## config.mk

```make
export PLATFORM = sky130hd
export DESIGN_NAME = counter_seq_ctrl
export DESIGN_NICKNAME = d
export VERILOG_FILES = /design/src/rtl/counter_seq_ctrl_pkg.sv /design/src/rtl/counter_presc.sv /design/src/rtl/counter_seq_ctrl.sv
export SDC_FILE = /design/constraint.sdc
export NUM_CORES = 1
export LEC_CHECK = 0
export CORE_AREA = 5 5 42 44
export DETAILED_ROUTE_END_ITERATION = 10
export DIE_AREA = 0 0 47 49
export PLACE_DENSITY = 0.69
export SLEW_MARGIN = 25
export SYNTH_ARGS = -nofsm -noshare
export SYNTH_HDL_FRONTEND = slang
export SYNTH_SLANG_ARGS = --single-unit
```

## constraint.sdc

```tcl
create_clock -name clk -period 3.5 [get_ports clk]
set_input_delay 0.35 -clock clk [delete_from_list [all_inputs] [get_ports clk]]
set_output_delay 0.35 -clock clk [all_outputs]
set_load 0.01 [all_outputs]
```

## src/rtl/counter_seq_ctrl_pkg.sv

```systemverilog
// -----------------------------------------------------------------------------
// counter_seq_ctrl_pkg
// Shared definitions for the JK-counter sequencing controller.
//   STATE_W : width of the controller state encoding
//   state_t : controller states (IDLE=0, RUN=1, HOLD=2, CLEAR=3); the
//             encoding is visible on the top-level state_o port.
// -----------------------------------------------------------------------------
package counter_seq_ctrl_pkg;

    localparam int STATE_W = 2;

    typedef enum logic [STATE_W-1:0] {
        S_IDLE  = 2'd0,
        S_RUN   = 2'd1,
        S_HOLD  = 2'd2,
        S_CLEAR = 2'd3
    } state_t;

endpackage

```

## src/rtl/counter_presc.sv

```systemverilog
// -----------------------------------------------------------------------------
// counter_presc
// Modulo-DIV prescaler that paces the counter when the prescaler build option
// (CTRL_PRESCALE_EN) is selected in counter_seq_ctrl.
// Ports:
//   clk     in  system clock, rising edge
//   rst_n   in  asynchronous active-low reset (count -> 0)
//   i_en    in  advance the count by one (wrapping at DIV-1)
//   i_clr   in  synchronous clear to 0, dominates i_en
//   o_tick  out high while the count sits at DIV-1
// -----------------------------------------------------------------------------
module counter_presc #(
    parameter int DIV = 4
) (
    input  logic clk,
    input  logic rst_n,
    input  logic i_en,
    input  logic i_clr,
    output logic o_tick
);

    localparam int CW = (DIV > 2) ? $clog2(DIV) : 1;
    localparam logic [CW-1:0] LAST = CW'(DIV - 1);

    logic [CW-1:0] r_cnt;

    always_ff @(posedge clk or negedge rst_n) begin
        if (!rst_n) begin
            r_cnt <= '0;
        end else if (i_clr) begin
            r_cnt <= '0;
        end else if (i_en) begin
            r_cnt <= (r_cnt == LAST) ? '0 : r_cnt + 1'b1;
        end
    end

    assign o_tick = (r_cnt == LAST);

endmodule

```

## src/rtl/counter_seq_ctrl.sv

```systemverilog
// -----------------------------------------------------------------------------
// counter_seq_ctrl
// Sequencing controller for a reset-less JK-flip-flop ripple/sync counter.
// It drives the counter's count enable and watches its q outputs to provide
// start / stop / clear, a programmable terminal count and one-shot or
// periodic operation. The counter itself cannot be reset, so "clear" works by
// letting the counter run forward through its wrap until it reads zero.
//
// Build option: define CTRL_PRESCALE_EN to pace counting with a modulo
// PRESC_DIV prescaler (counter_presc). Without it every cycle is a tick.
//
// Ports:
//   clk       in   system clock, rising edge
//   rst_n     in   asynchronous active-low reset
//   start     in   begin (from IDLE) or resume (from HOLD) counting
//   stop      in   pause counting (RUN -> HOLD)
//   clr       in   drive counter back to 0, then go idle
//   periodic  in   sampled at start: 1 = auto-restart after terminal count
//   limit     in   terminal count, sampled at start
//   q_in      in   counter q outputs
//   cnt_en    out  counter enable (combinational)
//   busy      out  controller not idle
//   done      out  registered one-cycle pulse after the terminal-count edge
//   state_o   out  current state encoding
// -----------------------------------------------------------------------------
module counter_seq_ctrl
    import counter_seq_ctrl_pkg::*;
#(
    parameter int WIDTH     = 4,
    parameter int PRESC_DIV = 4
) (
    input  logic               clk,
    input  logic               rst_n,
    input  logic               start,
    input  logic               stop,
    input  logic               clr,
    input  logic               periodic,
    input  logic [WIDTH-1:0]   limit,
    input  logic [WIDTH-1:0]   q_in,
    output logic               cnt_en,
    output logic               busy,
    output logic               done,
    output logic [STATE_W-1:0] state_o
);

    // Catch an illegal prescale ratio at elaboration time.
    if (PRESC_DIV < 2 || PRESC_DIV > 255) begin : g_bad_presc_div
        $error("counter_seq_ctrl: PRESC_DIV must be in 2..255");
    end

    state_t           r_state;
    logic [WIDTH-1:0] r_limit_q;
    logic             r_per_q;
    logic             r_ret_run;
    logic             r_done;

    state_t           w_state_next;
    logic [WIDTH-1:0] w_limit_next;
    logic             w_per_next;
    logic             w_ret_next;
    logic             w_done_next;
    logic             w_match;
    logic             w_zero;
    logic             w_tick;

`ifdef CTRL_PRESCALE_EN
    // Prescaler runs only while the counter is meant to move, freezes in
    // HOLD so a resume continues the same slot, and restarts from 0 in IDLE.
    counter_presc #(
        .DIV    (PRESC_DIV)
    ) u_presc (
        .clk    (clk),
        .rst_n  (rst_n),
        .i_en   ((r_state == S_RUN) || (r_state == S_CLEAR)),
        .i_clr  (r_state == S_IDLE),
        .o_tick (w_tick)
    );
`else
    assign w_tick = 1'b1;
`endif

    assign w_match = (q_in == r_limit_q);
    assign w_zero  = (q_in == '0);

    always_comb begin
        w_state_next = r_state;
        w_limit_next = r_limit_q;
        w_per_next   = r_per_q;
        w_ret_next   = r_ret_run;
        w_done_next  = 1'b0;
        cnt_en       = 1'b0;

        case (r_state)
            S_IDLE: begin
                if (clr) begin
                    w_state_next = S_CLEAR;
                    w_ret_next   = 1'b0;
                end else if (start) begin
                    w_state_next = S_RUN;
                    w_limit_next = limit;
                    w_per_next   = periodic;
                end
            end

            S_RUN: begin
                cnt_en = !w_match && w_tick;
                if (clr) begin
                    // Clear wins over a coincident match: no done pulse.
                    w_state_next = S_CLEAR;
                    w_ret_next   = 1'b0;
                end else if (w_match && w_tick) begin
                    // Match wins over stop; periodic mode wraps back to 0
                    // and then resumes counting on its own.
                    w_done_next  = 1'b1;
                    w_state_next = r_per_q ? S_CLEAR : S_IDLE;
                    w_ret_next   = r_per_q;
                end else if (stop) begin
                    w_state_next = S_HOLD;
                end
            end

            S_HOLD: begin
                if (clr) begin
                    w_state_next = S_CLEAR;
                    w_ret_next   = 1'b0;
                end else if (start && !stop) begin
                    w_state_next = S_RUN;
                end
            end

            S_CLEAR: begin
                cnt_en = !w_zero && w_tick;
                if (clr) begin
                    w_ret_next = 1'b0;
                end
                if (w_zero && w_tick) begin
                    w_state_next = (r_ret_run && !clr) ? S_RUN : S_IDLE;
                end
            end

            default: begin
                w_state_next = S_IDLE;
            end
        endcase
    end

    always_ff @(posedge clk or negedge rst_n) begin
        if (!rst_n) begin
            r_state   <= S_IDLE;
            r_limit_q <= '0;
            r_per_q   <= 1'b0;
            r_ret_run <= 1'b0;
            r_done    <= 1'b0;
        end else begin
            r_state   <= w_state_next;
            r_limit_q <= w_limit_next;
            r_per_q   <= w_per_next;
            r_ret_run <= w_ret_next;
            r_done    <= w_done_next;
        end
    end

    assign busy    = (r_state != S_IDLE);
    assign done    = r_done;
    assign state_o = r_state;

endmodule
```

==> results.cfg <==
[clock_tree]
cts_hold_repair.buffers = 0
clock_sinks = 9
number_of_cts_inserted_buffers = 3
clockRootBuffer = sky130_fd_sc_hd__clkbuf_4
clk_latency_ns = 0.24
cts_max_path_buffers = 2
htree_num_levels = 1
cts.repair.resized = 0
clock_tree_from_tritoncts = done
clk_pin_slew_worst_paths_ns = 0.06
cts_setup_buffers = 0

[worst_setup_path]
timing_worst_setup_path_type = input pin to output port
crit_fanout = 6
cp_data_arrival_time_ns = 1.91
critical_path.startpoint_type = input pin
r2r_start = r_limit_q[3]
crit-reg2reg-capture = state_o[0]
reg2reg_depth = 4
reg2reg_setup_slack_ns = 1.89
cp-end-kind = output port
required_time_at_the_endpoint_of_the_critical_path_ns = 3.15

[detailed_routing]
detail_route.iter0.violations = 2
route.antenna.remaining_nets = 0
post-route-drc-count = 0
routed_wire_length_per_instance_um = 13.4
route.detailed.vias_per_inst = 5.29
detail_route.first_pass.iterations = 2
routed-via-count = 450
wirelength_mm = 1.14

[final_layout]
register_area_um2 = 225
final_nets = 84
count_of_inserted_antenna_diode_cells = 0
syn_to_final_growth_pct = 43.6
fin_cells = 85
multi_input_combinational_cell_area_um2 = 294
filler_cell_count = 150
drive_above_1_share_pct = 8.70

[yosys]
synth_top_cell_by_area = sky130_fd_sc_hd__dfrtp_1
synth-edff-count = 0
synth-simple-area-share_pct = 23.1
synth_nets = 61
combinational_family_with_the_most_area_after_synthesis = simple AND/OR/NAND/NOR gates
top_ff_cell_synth = sky130_fd_sc_hd__dfrtp_1
sequential_cell_area_fraction_in_the_yosys_report_pct = 43.4
syn_avg_cell_area_um2 = 11.0
synth_common_cells = sky130_fd_sc_hd__dfrtp_1 (9), sky130_fd_sc_hd__mux2_1 (6), sky130_fd_sc_hd__o21ai_0 (4), sky130_fd_sc_hd__xnor2_1 (4), sky130_fd_sc_hd__nor2b_1 (3)
synth.ff_latch_count = 9
yosys.area_share.xor_xnor_pct = 6.75
synth_largest_type_area_fraction_pct = 43.4
synth_area_um2 = 519
share_of_cell_area_taken_by_muxes_after_synthesis_pct = 13.0
synthDistinctLibCells = 24
postSynthCellCount = 47
ys_async_sr_fraction_pct = 100
synth.most_common_cell = sky130_fd_sc_hd__dfrtp_1
synth_compound_gate_area_share_pct = 13.7
synth.top_cells.by_area = sky130_fd_sc_hd__dfrtp_1 (43%), sky130_fd_sc_hd__mux2_1 (13%), sky130_fd_sc_hd__xnor2_1 (6.7%)
synth-adder-area-share_pct = 0
yosys_warnings = 0

[timing]
final_min_period_over_clock_period_pct = 64.6
finalHoldViolations = 0
rsz0062_at_grt = no
setup-tns-final_ns = 0
final_setup_violation_count = 0
final.min_clock_period_ns = 2.26
maxSlewHeadroom_pct = 71.6
final_max_slew_viol_count = 0
tightest_slew_ns = 0.423
fin_worst_skew_ns = 0.000626
clock.fmax_ghz = 0.442

[global_routing]
via_count_of_the_first_global_routing_pass = 457
antenna_violations_before_repair = 0
grt_first_pass_wirelength_mm = 1.94
grt_overflow = 0
grt_max_degree = 10
grt_util_all_layers_pct = 11.1

[die]
die_width_um = 47
die_area_um2 = 2300
rows = 14
core-area_um2 = 1400
io_pins = 19
floorplan.initialDensity_pct = 37.1
floorplan.die.height_um = 49

[pwr]
power.density_nw_per_um2 = 694
totalPowerFinal_uw = 518
power.ir.vdd_worst_uv = 329
cellLeakagePower_uw = 0.000288

[outcome]
status = completed

[place]
total_instance_count_after_detailed_placement = 81
dp.final_hpwl_um = 977
globalplace.congestion = 0.757
port_buffers = 18

[job]
max_cap_viol_count = 0

[hold_path]
holdCritPathClass = input pin to asynchronous set/reset pin
==> worst max-delay path by stage <==
stage | to | slack [ns] | cells past startpoint | startpoint
floorplan | r_limit_q[0] | 1.97 | 3 | state_o[0]
global placement | cnt_en | 1.26 | 6 | q_in[2]
detailed placement | cnt_en | 1.24 | 6 | q_in[2]
CTS | cnt_en | 1.24 | 6 | q_in[2]
global route | cnt_en | 1.14 | 6 | q_in[2]
finish | cnt_en | 1.24 | 6 | q_in[3]
==> registers in the layout, summed over array words and instances, names as in the netlist <==
register / cells
state_o: 2
r_ret_run: 1
r_per_q: 1
r_limit_q: 4
done: 1
==> per-stage QoR <==
stage	setup slack [ns]	area, um2	util [%]	hold WS [ns]
global placement	1.26	719	51.3	0.496
floorplan	1.97	519	-	0.0544
detailed placement	1.24	719	51.3	0.510
CTS	1.24	746	53.2	0.404
global route	1.14	746	53.2	0.420
finish	1.24	746	53.2	0.387
==> power by group <==
part	switching, uW	internal [uW]	leakage [uW]
combinational	106	146	0.000162
clock	31.1	43.6	0.0000150
sequential	43.2	147	0.000111
==> critical path, stage by stage <==
cell	delay [ns]
sky130_fd_sc_hd__clkdlybuf4s50_1	0.49
sky130_fd_sc_hd__xnor2_1	0.15
sky130_fd_sc_hd__nand4_1	0.24
sky130_fd_sc_hd__nand2_1	0.11
sky130_fd_sc_hd__o21ai_0	0.07
sky130_fd_sc_hd__clkdlybuf4s50_1	0.49
==> metal layers <==
metal,global-route usage [%],routed length [um],share of wire (%)
met1,15.0,505,44
met2,18.3,606,53
met3,1.11,26,2.3
met4,2.76,0,0
met5,0,0,0
==> cell families after synthesis <==
group | Yosys count
simple gates | 17
compound gates | 11
flops | 9
xor+xnor | 4
mux | 6
==> area by class of cell <==
type	count	area share (%)
multi-input cells	38	39.4
clock buffers	4	3.52
repair buffers	18	24.2
well taps	16	2.68
flip-flops and latches	9	30.2
==> cells in the final DEF, fill, tap and decap left out, types with 2 or more instances in the layout <==
cell type                         instances
sky130_fd_sc_hd__a21oi_1                  2
sky130_fd_sc_hd__clkbuf_4                 3
sky130_fd_sc_hd__clkdlybuf4s50_1         18
sky130_fd_sc_hd__dfrtp_1                  9
sky130_fd_sc_hd__mux2_1                   6
sky130_fd_sc_hd__nand2_1                  2
sky130_fd_sc_hd__nor2b_1                  3
sky130_fd_sc_hd__o21ai_0                  4
sky130_fd_sc_hd__xnor2_1                  4
(Power assumes the default switching activity.)
